===== src/rtl/mips_instr_encoder.sv =====
// mips_instr_encoder: packs instruction field bundles into MIPS words and streams them to imem.
// Optional field legality checking enabled by defining MIPS_ENC_FIELD_CHECK_EN.
`default_nettype none

module mips_instr_encoder #(
    parameter int                ADDR_W    = 32,
    parameter logic [ADDR_W-1:0] BASE_ADDR = ADDR_W'(32'h0040_0000),
    parameter int                DEPTH     = 64
) (
    input  logic                       clk,
    input  logic                       reset,
    input  logic                       start,
    input  logic                       in_valid,
    output logic                       in_ready,
    input  logic [1:0]                 in_kind,
    input  logic [4:0]                 in_rs,
    input  logic [4:0]                 in_rt,
    input  logic [4:0]                 in_rd,
    input  logic [4:0]                 in_shamt,
    input  logic [5:0]                 in_funct,
    input  logic [15:0]                in_imm,
    input  logic                       in_last,
    output logic                       wr_valid,
    input  logic                       wr_ready,
    output logic [ADDR_W-1:0]          wr_addr,
    output logic [31:0]                wr_data,
    output logic [$clog2(DEPTH+1)-1:0] word_cnt,
    output logic                       busy,
    output logic                       done,
    output logic                       full,
    output logic                       err
);

    localparam int             CNT_W   = $clog2(DEPTH+1);
    localparam logic [CNT_W-1:0] C_DEPTH = CNT_W'(DEPTH);

    localparam logic [1:0] C_K_R    = 2'd0;
    localparam logic [1:0] C_K_ADDI = 2'd1;
    localparam logic [1:0] C_K_ORI  = 2'd2;

    typedef enum logic [1:0] {
        S_IDLE  = 2'd0,
        S_RUN   = 2'd1,
        S_FLUSH = 2'd2,
        S_DONE  = 2'd3
    } state_t;

    state_t             r_state;
    logic               r_wr_valid;
    logic [ADDR_W-1:0]  r_wr_addr;
    logic [31:0]        r_wr_data;
    logic [CNT_W-1:0]   r_word_cnt;
    logic               r_full;
    logic               r_err;

    logic               w_accept;
    logic               w_wr_done;
    logic               w_legal;
    logic               w_end_session;
    logic [31:0]        w_word;

    assign w_wr_done     = r_wr_valid & wr_ready;
    assign in_ready      = (r_state == S_RUN) && (!r_wr_valid || wr_ready);
    assign w_accept      = in_valid & in_ready;
    assign w_end_session = in_last || (r_word_cnt == C_DEPTH - CNT_W'(1));

    always_comb begin
        w_word = 32'h0;
        case (in_kind)
            C_K_R:    w_word = {6'h00, in_rs, in_rt, in_rd, in_shamt, in_funct};
            C_K_ADDI: w_word = {6'h08, in_rs, in_rt, in_imm};
            C_K_ORI:  w_word = {6'h0D, in_rs, in_rt, in_imm};
            default:  w_word = {6'h0F, 5'b0, in_rt, in_imm};
        endcase
    end

`ifdef MIPS_ENC_FIELD_CHECK_EN
    logic w_funct_ok;
    logic w_is_shift;

    always_comb begin
        w_funct_ok = 1'b0;
        w_is_shift = 1'b0;
        case (in_funct)
            6'h20, 6'h22, 6'h24, 6'h25, 6'h27: w_funct_ok = 1'b1;
            6'h00, 6'h02: begin
                w_funct_ok = 1'b1;
                w_is_shift = 1'b1;
            end
            default: w_funct_ok = 1'b0;
        endcase

        w_legal = 1'b1;
        if (in_kind == C_K_R) begin
            // Shifts take their operand from rt, so rs must be zero; other ALU ops leave shamt unused.
            w_legal = w_funct_ok && (in_rd != 5'd0) &&
                      (w_is_shift ? (in_rs == 5'd0) : (in_shamt == 5'd0));
        end else begin
            w_legal = (in_rt != 5'd0);
        end
    end
`else
    assign w_legal = 1'b1;
`endif

    always_ff @(posedge clk or posedge reset) begin
        if (reset) begin
            r_state    <= S_IDLE;
            r_wr_valid <= 1'b0;
            r_wr_addr  <= BASE_ADDR;
            r_wr_data  <= 32'h0;
            r_word_cnt <= '0;
            r_full     <= 1'b0;
            r_err      <= 1'b0;
        end else begin
            case (r_state)
                S_IDLE, S_DONE: begin
                    if (start) begin
                        r_state    <= S_RUN;
                        r_word_cnt <= '0;
                        r_full     <= 1'b0;
                        r_err      <= 1'b0;
                        r_wr_addr  <= BASE_ADDR;
                    end
                end
                S_RUN: begin
                    if (w_wr_done) begin
                        r_wr_valid <= 1'b0;
                        r_wr_addr  <= r_wr_addr + ADDR_W'(4);
                    end
                    // A new accept overrides the drain above so the output reg reloads without a bubble.
                    if (w_accept) begin
                        if (r_word_cnt != C_DEPTH) begin
                            r_word_cnt <= r_word_cnt + CNT_W'(1);
                        end
                        if (w_legal) begin
                            r_wr_valid <= 1'b1;
                            r_wr_data  <= w_word;
                        end else begin
                            r_err <= 1'b1;
                        end
                        if (w_end_session) begin
                            r_state <= S_FLUSH;
                            r_full  <= !in_last;
                        end
                    end
                end
                S_FLUSH: begin
                    if (!r_wr_valid || wr_ready) begin
                        if (r_wr_valid) begin
                            r_wr_addr <= r_wr_addr + ADDR_W'(4);
                        end
                        r_wr_valid <= 1'b0;
                        r_state    <= S_DONE;
                    end
                end
                default: r_state <= S_IDLE;
            endcase
        end
    end

    assign wr_valid = r_wr_valid;
    assign wr_addr  = r_wr_addr;
    assign wr_data  = r_wr_data;
    assign word_cnt = r_word_cnt;
    assign busy     = (r_state == S_RUN) || (r_state == S_FLUSH);
    assign done     = (r_state == S_DONE);
    assign full     = r_full;
    assign err      = r_err;

endmodule

`default_nettype wire


===== config.mk =====
export PLATFORM = sky130hd
export DESIGN_NAME = mips_instr_encoder
export DESIGN_NICKNAME = d
export VERILOG_FILES = /design/src/rtl/mips_instr_encoder.sv
export SDC_FILE = /design/constraint.sdc
export NUM_CORES = 1
export LEC_CHECK = 0
export ABC_CLOCK_PERIOD_IN_PS = 2800
export BUFFER_PORTS_ARGS = -buffer_cell sky130_fd_sc_hd__clkbuf_2
export CELL_PAD_IN_SITES_DETAIL_PLACEMENT = 2
export CELL_PAD_IN_SITES_GLOBAL_PLACEMENT = 2
export CORE_ASPECT_RATIO = 0.75
export CORE_MARGIN = 2
export CORE_UTILIZATION = 30
export DETAILED_ROUTE_END_ITERATION = 8
export GPL_ROUTABILITY_DRIVEN = 1
export PLACE_DENSITY_LB_ADDON = 0.1
export SETUP_SLACK_MARGIN = 0.05
export SLEW_MARGIN = 20
export SYNTH_ARGS = -nofsm -noshare
export SYNTH_HDL_FRONTEND = slang
export SYNTH_SLANG_ARGS = --single-unit
export TNS_END_PERCENT = 1

===== constraint.sdc =====
create_clock -name clk -period 2.8 [get_ports clk]
set_input_delay 0.56 -clock clk [delete_from_list [all_inputs] [get_ports clk]]
set_output_delay 0.56 -clock clk [all_outputs]
set_load 0.01 [all_outputs]

==> key figures <==
Min path
  – Worst Hold Class: in2async

Critical path
  – Buffer and inverter count on the worst path: 4
  – CP Cell Sequence: inv_1 > ha_1 > buf_4 > inv_1 > clkbuf_2
  – Worst Path Max Fanout: 12
  – Worst Setup Start Kind: flop
  – Worst path required time: 2.24 ns
  – Endpoint class of the critical path: output pin
  – Crit path top cell by count: inv_1
  – Critical Path Max Stage Delay: 0.39 ns
  – Setup CP Type: reg2out
  – Top Family by Delay on Critical Path: buffers and inverters
  – Slowest stage cell, crit path: dfrtp_1
  – Arr. time, crit path: 1.72 ns

Yosys
  – Number of synthesized flops with an enable pin: 0
  – Mean Syn Cell Area: 9.71 um2
  – Count leader, synth: dfrtp_1
  – Post-synth cell types: 53
  – Synth warn: 0
  – Commonest cells in the netlist: 69 x dfrtp_1, 57 x nand2_1, 43 x o21ai_0
  – Asr flop ratio synth: between 90% and 100%
  – Primary FF master, synth: dfrtp_1
  – Yosys reg bits: 70
  – Area leader, netlist: dfrtp_1
  – Post-synthesis cell count: 390
  – Area contributors post-synth: dfrtp_1 46%, mux2i_1 7.9%, o21ai_0 5.7%
  – Sequential fraction of the synthesis area: a little under half
  – Yosys top cell area share: between 40% and 50%
  – Post-Syn Area: ~3800 um2

Floorplanning
  – Die X: between 100 and 150 um
  – Initial core utilization: a little under a third
  – IO Pins: approximately 130
  – Placeable Area: about 12000 um2
  – Die Ht: 101 um
  – Std-Cell Rows: 35
  – Die area: ~14000 um2

CTS
  – Total CTS buffers: 9
  – # resized after CTS: 0
  – Setup bufs post-CTS: 0
  – CTS sink cnt: 70
  – Clock Pin Slew Worst Setup and Hold Paths: ~0.060 ns
  – Clk root buf: clkbuf_16
  – Longest Clk Path Bufs: 2
  – H-tree level count: 3
  – Later-pin clock latency in the skew report: about 0.34 ns
  – Cts hold-fix bufs: 0
  – CTS tree: done

Route
  – Via density: ~5.0
  – Routed Wire Length: between 10000 and 15000 um
  – Pre-antenna DRT Iters: 4
  – Number of DRC markers in iteration 0: approximately 150
  – Vias: roughly 3.4k
  – Antenna Nets Post-Route: 0
  – Drt wl/cell: about 17 um
  – Detailed-route DRC error count: 0

Global routing
  – GRT Total Usage: between 15 and 20%
  – First-pass GRT wire length: 19300 um
  – Initial antenna violation count: 0
  – Total congestion overflow: 0
  – Vias in the first global route: 3647
  – Largest net degree at the start of global routing: 71

Placed design
  – Buffers on Ports: 121
  – Placement Setup Slack: 0.609 ns
  – DP HPWL: roughly 8500 um
  – Routability cong.: 0.745

Final layout
  – Sequential cell area: approximately 1800 um2
  – Area Growth Syn to Fin: 29.6%
  – Share of post-route cells with drive strength above 1: a little under a third
  – Area of the multi-input gates: around 1800 um2
  – Fin nets: roughly 560
  – Number of diodes: 0
  – Fillcell total: roughly 1.3k
  – Final cell utilization of the core: roughly two fifths

Timing
  – Worst slew pin tran: roughly 0.63 ns
  – Final worst slack: between 0.5 and 0.6 ns
  – Final setup viols: 0
  – RSZ-0062 raised after global routing: no
  – Final Hold Vio Count: 0
  – Max-slew violation count: 0
  – Fmax: ~0.44 GHz
  – Setup_tns: 0 ns
  – Min Tclk post-route: 2.28 ns
  – Fin crit share: 81.6%
  – Relative slew slack: 58.2%
  – Final worst clock skew: a little over 0.008 ns

Power
  – Peak supply drop: slightly below 400 uV
  – PD cells: 981 nW/um2
  – Lkg Pwr: between 2 and 2.5 nW

Status
  – Status: completed

Flow run
  – Max Cap Viol: 0
-- logic make-up (layout without fill, tap and decap cells) --
| family | after synthesis | after routing | share of synthesized area [%] |
|---|---|---|---|
| buffers and inverters | 43 | 160 | 5.68 |
| other | 1 | 5 | 0.0990 |
| flip-flops | 70 | 70 | 46.3 |
| multiplexers | 36 | 36 | 9.72 |
| AND/OR/NAND/NOR | 150 | 150 | 21.9 |
| adder cells (fa/ha/maj) | 6 | 6 | 1.98 |
| AO/OA/AOI/OAI | 84 | 84 | 14.3 |
-- layer usage --
layer / wire length [um] / part of all wire, % / vias to the layer above / GRT usage [%]
met5: 0 / 0 / - / 0
met4: 108 / 0.93 / 0 / 4.58
met3: 413 / 3.6 / 10 / 4.65
met2: 5630 / 49 / 65 / 29.8
met1: 5420 / 47 / 1696 / 23.5
li1: - / - / 1625 / -
-- power by group --
group	switching [mW]	internal, mW
sequential	0.201	1.28
clock	0.454	1.01
combinational	1.15	0.713
total	1.80	3.01
-- flip-flops by register name (all words and copies together) (netlist names) --
name / count
wr_addr: 30
full: 1
wr_valid: 1
r_state: 2
word_cnt: 7
wr_data: 29
-- tightest hold or removal path: stages --
cell      delay (ns)
clkbuf_2        0.09
inv_2           0.06
buf_12          0.33
-- layout make-up --
cell class | count | share of cell area [%]
repair buffers | 128 | 13.7
clock inverters | 5 | 2.63
clock buffers | 11 | 5.15
multi-input cells | 281 | 37.4
inverters | 16 | 1.22
well taps | 166 | 4.23
flip-flops and latches | 70 | 35.7
-- worst paths after layout --
path / start / to / slack [ns] / depth (start not counted)
worst min register to register: wr_data[25] / wr_data[25] / 0.48 / 2
worst max register to register: r_state[1] / r_state[1] / 0.61 / 6
worst min-delay path: reset / wr_addr[23] / 0.29 / 3
max in group asynchronous: reset / wr_addr[22] / 2.17 / 3
worst max-delay path: r_state[0] / busy / 0.52 / 5
min in group clk: in_rs[0] / wr_data[21] / 0.45 / 3
-- placed cells by master (no fill, tap or decap), types with 2 or more instances in the layout --
cell | Yosys | layout
o31ai_1 | 7 | 7
nor3b_1 | 3 | 3
inv_1 | 16 | 15
o21ai_0 | 43 | 43
nand4_4 | 2 | 2
and2_1 | 10 | 10
a41oi_1 | 3 | 3
conb_1 | 1 | 5
mux2i_1 | 30 | 30
nand2b_1 | 11 | 11
or4_1 | 7 | 7
nand2_1 | 57 | 57
clkbuf_8 | 0 | 2
nand3_1 | 13 | 13
a21oi_1 | 10 | 10
clkbuf_2 | 0 | 121
a31oi_1 | 6 | 6
nor4_1 | 10 | 10
nor2_1 | 5 | 5
mux2_2 | 6 | 6
and3_1 | 6 | 6
ha_1 | 6 | 6
nand4_1 | 8 | 8
dfrtp_1 | 69 | 69
buf_4 | 6 | 6
and4_1 | 5 | 5
clkbuf_16 | 0 | 9
bufinv_16 | 0 | 4
a211o_1 | 3 | 3
nor3_1 | 3 | 3
-- per-stage QoR --
step	cell area, um2	hold WS [ns]	instances	total power, mW
6_report	4910	0.294	677	4.81
5_1_grt	4910	0.330	677	5.17
4_1_cts	4910	0.314	677	4.91
3_5_place_dp	4520	0.473	661	3.40
3_3_place_gp	4520	0.461	661	3.30
2_1_floorplan	3800	0.516	394	2.68
Note: power is estimated with default switching activity, not from simulation.
